**src/rtl/train_sequencer_if.sv**
```systemverilog
// Handshake bundle between train_sequencer and its datapath / controller.
// The slave modport is the sequencer view; the master modport is the driver view.
interface train_sequencer_if #(
  parameter int unsigned WIDTH     = 24,
  parameter int unsigned N_SAMPLES = 16,
  parameter int unsigned N_EPOCHS  = 8
);
  localparam int unsigned SAMPLE_W = (N_SAMPLES > 1) ? $clog2(N_SAMPLES) : 1;
  localparam int unsigned EPOCH_W  = $clog2(N_EPOCHS + 1);

  logic                       i_start;
  logic                       i_fwd_done;
  logic                       i_bwd_done;
  logic                       i_upd_done;
  logic signed [WIDTH-1:0]    i_cost;

  logic                       o_fwd_start;
  logic                       o_bwd_start;
  logic                       o_upd_start;
  logic        [SAMPLE_W-1:0] o_sample;
  logic        [EPOCH_W-1:0]  o_epoch;
  logic                       o_busy;
  logic                       o_stop;
  logic signed [WIDTH-1:0]    o_cost;

  modport slave (
    input  i_start, i_fwd_done, i_bwd_done, i_upd_done, i_cost,
    output o_fwd_start, o_bwd_start, o_upd_start, o_sample, o_epoch, o_busy, o_stop, o_cost
  );

  modport master (
    output i_start, i_fwd_done, i_bwd_done, i_upd_done, i_cost,
    input  o_fwd_start, o_bwd_start, o_upd_start, o_sample, o_epoch, o_busy, o_stop, o_cost
  );
endinterface

```
**src/rtl/train_sequencer.sv**
```systemverilog
// Training-loop sequencer: for each sample it fires forward, backward and update phase-start
// pulses, waits for each phase's done pulse, and accumulates the per-sample cost with signed
// saturation. At the end of every epoch the sum is published on o_cost. The run ends after
// N_EPOCHS epochs, or earlier when the optional early-stop feature is compiled in.
// Optional feature: define TRAIN_SEQUENCER_EARLY_STOP_EN to end the run at any epoch whose
// cost sum is below COST_THRESH.
module train_sequencer #(
  parameter int unsigned             WIDTH       = 24,
  parameter int unsigned             N_SAMPLES   = 16,
  parameter int unsigned             N_EPOCHS    = 8,
  parameter logic signed [WIDTH-1:0] COST_THRESH = 24'sd256
) (
  input  logic              clk,
  input  logic              rst,
  train_sequencer_if.slave  io_bus
);

  localparam int unsigned SAMPLE_W = (N_SAMPLES > 1) ? $clog2(N_SAMPLES) : 1;
  localparam int unsigned EPOCH_W  = $clog2(N_EPOCHS + 1);

  localparam logic signed [WIDTH-1:0] SatMax = {1'b0, {(WIDTH-1){1'b1}}};
  localparam logic signed [WIDTH-1:0] SatMin = {1'b1, {(WIDTH-1){1'b0}}};

  typedef enum logic [3:0] {
    StIdle,
    StFwd,
    StWaitFwd,
    StBwd,
    StWaitBwd,
    StUpd,
    StWaitUpd,
    StNext,
    StDone
  } state_e;

  state_e                  r_state;
  state_e                  w_state_d;

  logic [SAMPLE_W-1:0]     r_sample;
  logic [SAMPLE_W-1:0]     w_sample_d;
  logic [EPOCH_W-1:0]      r_epoch;
  logic [EPOCH_W-1:0]      w_epoch_d;
  logic signed [WIDTH-1:0] r_acc;
  logic signed [WIDTH-1:0] w_acc_d;
  logic signed [WIDTH-1:0] r_cost;
  logic signed [WIDTH-1:0] w_cost_d;

  logic                    r_fwd_start;
  logic                    r_bwd_start;
  logic                    r_upd_start;
  logic                    r_busy;
  logic                    r_stop;

  logic [WIDTH:0]          w_sum_ext;
  logic signed [WIDTH-1:0] w_sum_sat;
  logic [EPOCH_W-1:0]      w_epoch_inc;
  logic                    w_last_sample;
  logic                    w_last_epoch;
  logic                    w_end_run;

  // One extra bit of headroom: the top two bits disagree exactly when the add overflowed.
  assign w_sum_ext = {r_acc[WIDTH-1], r_acc} + {io_bus.i_cost[WIDTH-1], io_bus.i_cost};

  // Clamp the accumulator update to the signed WIDTH range.
  always_comb begin
    w_sum_sat = w_sum_ext[WIDTH-1:0];
    if (w_sum_ext[WIDTH] != w_sum_ext[WIDTH-1]) begin
      w_sum_sat = w_sum_ext[WIDTH] ? SatMin : SatMax;
    end
  end

  assign w_epoch_inc   = r_epoch + 1'b1;
  assign w_last_sample = (r_sample == SAMPLE_W'(N_SAMPLES - 1));
  assign w_last_epoch  = (w_epoch_inc == EPOCH_W'(N_EPOCHS));

`ifdef TRAIN_SEQUENCER_EARLY_STOP_EN
  // r_acc holds the finished epoch sum while in StNext.
  assign w_end_run = w_last_epoch | (r_acc < COST_THRESH);
`else
  assign w_end_run = w_last_epoch;
`endif

  // Next-state and next-value logic for the sequencer and its counters.
  always_comb begin
    w_state_d  = r_state;
    w_sample_d = r_sample;
    w_epoch_d  = r_epoch;
    w_acc_d    = r_acc;
    w_cost_d   = r_cost;

    unique case (r_state)
      StIdle: begin
        if (io_bus.i_start) begin
          w_state_d  = StFwd;
          w_sample_d = '0;
          w_epoch_d  = '0;
          w_acc_d    = '0;
        end
      end
      StFwd: w_state_d = StWaitFwd;
      StWaitFwd: begin
        if (io_bus.i_fwd_done) begin
          w_acc_d   = w_sum_sat;
          w_state_d = StBwd;
        end
      end
      StBwd: w_state_d = StWaitBwd;
      StWaitBwd: begin
        if (io_bus.i_bwd_done) begin
          w_state_d = StUpd;
        end
      end
      StUpd: w_state_d = StWaitUpd;
      StWaitUpd: begin
        if (io_bus.i_upd_done) begin
          w_state_d = StNext;
        end
      end
      StNext: begin
        if (!w_last_sample) begin
          w_sample_d = r_sample + 1'b1;
          w_state_d  = StFwd;
        end else begin
          w_cost_d   = r_acc;
          w_epoch_d  = w_epoch_inc;
          w_acc_d    = '0;
          w_sample_d = '0;
          w_state_d  = w_end_run ? StDone : StFwd;
        end
      end
      StDone: begin
        // Wait for the requester to drop i_start so one request never launches two runs.
        if (!io_bus.i_start) begin
          w_state_d = StIdle;
        end
      end
      default: w_state_d = StIdle;
    endcase
  end

  // State register.
  always_ff @(posedge clk or posedge rst) begin
    if (rst) begin
      r_state <= StIdle;
    end else begin
      r_state <= w_state_d;
    end
  end

  // Sample/epoch counters, cost accumulator and published epoch cost.
  always_ff @(posedge clk or posedge rst) begin
    if (rst) begin
      r_sample <= '0;
      r_epoch  <= '0;
      r_acc    <= '0;
      r_cost   <= '0;
    end else begin
      r_sample <= w_sample_d;
      r_epoch  <= w_epoch_d;
      r_acc    <= w_acc_d;
      r_cost   <= w_cost_d;
    end
  end

  // Registered status and strobes, decoded from the next state so they align with r_state.
  always_ff @(posedge clk or posedge rst) begin
    if (rst) begin
      r_fwd_start <= 1'b0;
      r_bwd_start <= 1'b0;
      r_upd_start <= 1'b0;
      r_busy      <= 1'b0;
      r_stop      <= 1'b0;
    end else begin
      r_fwd_start <= (w_state_d == StFwd);
      r_bwd_start <= (w_state_d == StBwd);
      r_upd_start <= (w_state_d == StUpd);
      r_busy      <= (w_state_d != StIdle) && (w_state_d != StDone);
      r_stop      <= (w_state_d == StDone);
    end
  end

  assign io_bus.o_fwd_start = r_fwd_start;
  assign io_bus.o_bwd_start = r_bwd_start;
  assign io_bus.o_upd_start = r_upd_start;
  assign io_bus.o_sample    = r_sample;
  assign io_bus.o_epoch     = r_epoch;
  assign io_bus.o_busy      = r_busy;
  assign io_bus.o_stop      = r_stop;
  assign io_bus.o_cost      = r_cost;

endmodule

```
**src/flat_wrapper.sv**
```systemverilog
// flat-port wrapper written by rule: the top's interface ports become plain ports
module train_sequencer_flat 
#(
  parameter int unsigned             WIDTH       = 24,
  parameter int unsigned             N_SAMPLES   = 16,
  parameter int unsigned             N_EPOCHS    = 8,
  parameter logic signed [WIDTH-1:0] COST_THRESH = 24'sd256
)
  (clk, rst, io_bus_i_start, io_bus_i_fwd_done, io_bus_i_bwd_done, io_bus_i_upd_done, io_bus_i_cost, io_bus_o_fwd_start, io_bus_o_bwd_start, io_bus_o_upd_start, io_bus_o_sample, io_bus_o_epoch, io_bus_o_busy, io_bus_o_stop, io_bus_o_cost);
  train_sequencer_if #(.WIDTH(WIDTH), .N_SAMPLES(N_SAMPLES), .N_EPOCHS(N_EPOCHS)) io_bus_i ();
  input  logic clk;
  input  logic rst;
  input wire logic [$bits(io_bus_i.i_start)-1:0] io_bus_i_start;
  input wire logic [$bits(io_bus_i.i_fwd_done)-1:0] io_bus_i_fwd_done;
  input wire logic [$bits(io_bus_i.i_bwd_done)-1:0] io_bus_i_bwd_done;
  input wire logic [$bits(io_bus_i.i_upd_done)-1:0] io_bus_i_upd_done;
  input wire logic [$bits(io_bus_i.i_cost)-1:0] io_bus_i_cost;
  output wire logic [$bits(io_bus_i.o_fwd_start)-1:0] io_bus_o_fwd_start;
  output wire logic [$bits(io_bus_i.o_bwd_start)-1:0] io_bus_o_bwd_start;
  output wire logic [$bits(io_bus_i.o_upd_start)-1:0] io_bus_o_upd_start;
  output wire logic [$bits(io_bus_i.o_sample)-1:0] io_bus_o_sample;
  output wire logic [$bits(io_bus_i.o_epoch)-1:0] io_bus_o_epoch;
  output wire logic [$bits(io_bus_i.o_busy)-1:0] io_bus_o_busy;
  output wire logic [$bits(io_bus_i.o_stop)-1:0] io_bus_o_stop;
  output wire logic [$bits(io_bus_i.o_cost)-1:0] io_bus_o_cost;
  assign io_bus_i.i_start = io_bus_i_start;
  assign io_bus_i.i_fwd_done = io_bus_i_fwd_done;
  assign io_bus_i.i_bwd_done = io_bus_i_bwd_done;
  assign io_bus_i.i_upd_done = io_bus_i_upd_done;
  assign io_bus_i.i_cost = io_bus_i_cost;
  assign io_bus_o_fwd_start = io_bus_i.o_fwd_start;
  assign io_bus_o_bwd_start = io_bus_i.o_bwd_start;
  assign io_bus_o_upd_start = io_bus_i.o_upd_start;
  assign io_bus_o_sample = io_bus_i.o_sample;
  assign io_bus_o_epoch = io_bus_i.o_epoch;
  assign io_bus_o_busy = io_bus_i.o_busy;
  assign io_bus_o_stop = io_bus_i.o_stop;
  assign io_bus_o_cost = io_bus_i.o_cost;
  train_sequencer #(.WIDTH(WIDTH), .N_SAMPLES(N_SAMPLES), .N_EPOCHS(N_EPOCHS), .COST_THRESH(COST_THRESH)) u_core (.clk(clk), .rst(rst), .io_bus(io_bus_i));
endmodule
```
**config.mk**
```make
export PLATFORM = sky130hd
export DESIGN_NAME = train_sequencer_flat
export DESIGN_NICKNAME = d
export VERILOG_FILES = /design/src/rtl/train_sequencer_if.sv /design/src/rtl/train_sequencer.sv /design/src/flat_wrapper.sv
export SDC_FILE = /design/constraint.sdc
export NUM_CORES = 1
export LEC_CHECK = 0
export BUFFER_PORTS_ARGS = -buffer_cell sky130_fd_sc_hd__buf_2
export CAP_MARGIN = 5
export CORE_MARGIN = 2
export CORE_UTILIZATION = 55
export CTS_CLUSTER_DIAMETER = 50
export CTS_CLUSTER_SIZE = 24
export DETAILED_ROUTE_END_ITERATION = 10
export PLACE_DENSITY = 0.78
export SLEW_MARGIN = 20
export SYNTH_ARGS = -nofsm -noshare
export SYNTH_HDL_FRONTEND = slang
export SYNTH_SLANG_ARGS = --single-unit
```
**constraint.sdc**
```tcl
create_clock -name clk -period 3.3 [get_ports clk]
set_input_delay 0.495 -clock clk [delete_from_list [all_inputs] [get_ports clk]]
set_output_delay 0.495 -clock clk [all_outputs]
set_load 0.02 [all_outputs]
```
==> impl_metrics.csv <==
group,metric,value,unit
die,rows,30,
detailed_routing,vias,3434,
place,hpwl,6.43,mm
grt,grt_pass1_wl,14.8,mm
power,power_per_cell_area,811,mW/mm2
setup_path,r2r-end,"u_core.r_acc[5]",
power,peakVddDrop,0.000422,V
clock_network,htreeDepth,3,
detailed_routing,drt-initial-drc-count,152,
grt,busiest_layer,"met2",
grt,grt_max_degree,66,
finish,final_cell_mix,"nand2_1 (120), buf_2 (66), dfrtp_1 (65)",
die,dieWidth,88.5,um
clock_network,postCtsSetupRepairBufs,0,
setup_path,ff2ff_path_depth,11,
grt,globalRouteOverflowTotal,0,
timing,min_period,3100,ps
timing,setup_ws,201,ps
setup_path,critPathMaxStageDelay,420,ps
hold_path,hp-class,"in -> reg",
clock_network,clockBufferDepth,2,
synthesis,synth_top_area_cell,"dfrtp_1",
detailed_routing,routedWlPerCell,14.0,um
synthesis,synth_edf_count,0,
place,gp_congestion,0.876,
timing,finalHoldViolations,0,
die,ioPinCount,67,
timing,finalCritPeriodShare,93.9,%
finish,syn_to_final_growth,16.6,%
setup_path,path_max_fanout,10,
power,p_comb_share,50.2,%
synthesis,synth_area,0.00393,mm2
synthesis,synth_area_leaders,"dfrtp_1 (41%), nand2_1 (11%), ha_1 (8.6%)",
detailed_routing,avgViaCountPerCell,5.48,
setup_path,path_class,"reg -> reg",
clock_network,clkTransAtPathRegs,80,ps
hold_path,worstHoldStart,"io_bus_i_bwd_done",
die,initial_core_util,57.2,%
setup_path,endpoint_kind,"flop",
power,p_clk_share,18.4,%
timing,tightest_slew,810,ps
synthesis,seq_area_frac_synth,41.4,%
timing,slew_headroom,46.0,%
grt,antenna_found_initial,0,
finish,drive_above_1_share,22.0,%
die,die_h,88.5,um
clock_network,clk_latency,350,ps
finish,final_common_cell,"nand2_1",
power,pwr-share-seq,31.4,%
clock_network,root_buffer,"clkbuf_8",
grt,track_usage,24.4,%
synthesis,yosysWarningCount,0,
clock_network,cts_buffers,9,
setup_path,rr_startpoint,"u_core.r_acc[0]",
synthesis,ys_seq_elements,65,
hold_path,min_to,"u_core.io_bus.o_upd_start",
clock_network,tritoncts,"built",
power,p_sw,1600,uW
timing,skew,7.70,ps
setup_path,cp_cell_sequence,"ha_1 > fa_1 > a211oi_2 > o211ai_1 > a221oi_2 > a21oi_2 > a211oi_4 > xor2_2 > buf_4 > nor2_1 > o21ai_2",
place,place_ws,31.3,ps
finish,fin_nets,584,
detailed_routing,dr.pass1.iters,4,
detailed_routing,ant_nets,0,
detailed_routing,drc,0,
clock_network,cts_resized,0,
synthesis,syn-num-nets,510,
setup_path,cp.arrival,3370,ps
setup_path,cp.required,3570,ps
finish,fill_cells,605,
timing,report.final.slew_viol_count,0,
synthesis,synth_top_area_share,41.4,%
timing,setup-violations-final,0,
grt,gr-usage-met1,32.7,%
outcome,status,"finished clean",
synthesis,netlist_instances,452,
grt,use_met2,39.4,%
timing,fmax,0.323,GHz
die,fp.coreArea,0.00687,mm2
grt,grt_pass1_vias,3268,
synthesis,synthFlopType,"dfrtp_1",
grt,globalRouteMet3Util,4.20,%
setup_path,cp-start-kind,"flop",
timing,tns,0,ps
run,cap_violations,0,
synthesis,synthDistinctLibCells,56,
synthesis,synthArstFlopShare,100,%
timing,rsz0062_at_grt,"false",
finish,n_antenna_cell,0,
die,dieArea,0.00783,mm2
synthesis,syn_avg_cell_area,8.69,um2
power,p_leak,0.00243,uW
hold_path,min_path_cells,3,
detailed_routing,wl,8.80,mm
setup_path,crit_path_top_delay_cell,"dfrtp_1",
power,intPower,2120,uW
clock_network,hold_buffers,0,
setup_path,reg2reg_slack,200,ps
power,p_sw_share,43.0,%
clock_network,cts_sinks,65,
place,io_buffers,66,
-- power by group through the flow --
stage	Clock (uW)	Combinational [uW]	Sequential (uW)
detailed placement	0	1850	1170
global route	729	2090	1190
finish	685	1860	1160
floorplan	0	1450	1160
global placement	0	1780	1160
CTS	693	1860	1160
-- metrics by stage --
stage | cell area, um2 | total power (uW) | std cells | utilization (%) | hold WS, ps
after floorplan | 3930 | 2610 | 452 | - | 465
after global placement | 4380 | 2940 | 611 | 63.8 | 454
after detailed placement | 4380 | 3020 | 611 | 63.8 | 457
after CTS | 4580 | 3710 | 627 | 66.7 | 365
after global routing | 4580 | 4010 | 627 | 66.7 | 395
final | 4580 | 3710 | 627 | 66.7 | 374
-- worst max-delay path, delay by kind of cell (launching register included) --
kind | cells | cell delay (ps)
AOI/OAI and AO/OA | 6 | 1220
xor gates and xnor gates | 1 | 390
adders and majority gates | 2 | 650
buffers and inverters | 1 | 260
DFF | 1 | 420
and+or+nand+nor | 1 | 80
-- logic make-up after synthesis --
group / share of synthesized area [%]
buffers and inverters: 2.80
multiplexers: 0.510
XOR/XNOR: 4.21
flip-flops: 41.4
AO/OA/AOI/OAI: 21.3
AND/OR/NAND/NOR: 20.7
adder cells (fa/ha/maj): 9.11
-- area by class of cell --
cell class	instances	area, um2	share of cell area, %
Clock buffer	11	141	3.09
Clock inverter	5	55.1	1.20
Inverter	5	18.8	0.410
Multi-Input combinational cell	366	2190	47.8
Sequential cell	65	1630	35.5
Tap cell	96	120	2.62
Timing Repair Buffer	79	428	9.34
-- cells in the mapped netlist (all sizes together), types with 5 or more instances --
cell type	number
o211ai	5
inv	5
a211oi	5
o21ai	49
xor2	10
nor2	41
nor2b	5
buf	8
ha	27
clkbuf	8
dfrtp	65
nand2	120
nor3	6
a21oi	27
o21a	5
xnor2	8
a21o	8
-- sequential cells by signal, summed over array words and instances (netlist names) --
signal	flops
u_core.io_bus.o_fwd_start	1
u_core.io_bus.o_bwd_start	1
u_core.io_bus.o_upd_start	1
u_core.io_bus.o_stop	1
u_core.io_bus.o_epoch	4
u_core.io_bus.o_sample	4
u_core.r_acc	24
u_core.io_bus.o_busy	1
u_core.r_state	4
u_core.io_bus.o_cost	24
-- how the worst max path moves through the flow --
stage                                start  slack (ps)                to
after detailed placement  io_bus_i_cost[0]          30   u_core.r_acc[7]
after CTS                  u_core.r_acc[0]         190   u_core.r_acc[5]
after global placement    io_bus_i_cost[0]         110   u_core.r_acc[3]
after global routing       u_core.r_acc[0]           3   u_core.r_acc[5]
after floorplan           io_bus_i_cost[0]         390  u_core.r_acc[12]
final                      u_core.r_acc[0]         200   u_core.r_acc[5]
-- per-layer routing --
layer	wire length [um]	share of wire (%)
met1	4040	46
met2	4180	47
met5	0	0
met3	412	4.7
met4	164	1.9
No activity file was read; power rests on OpenSTA's default activity.
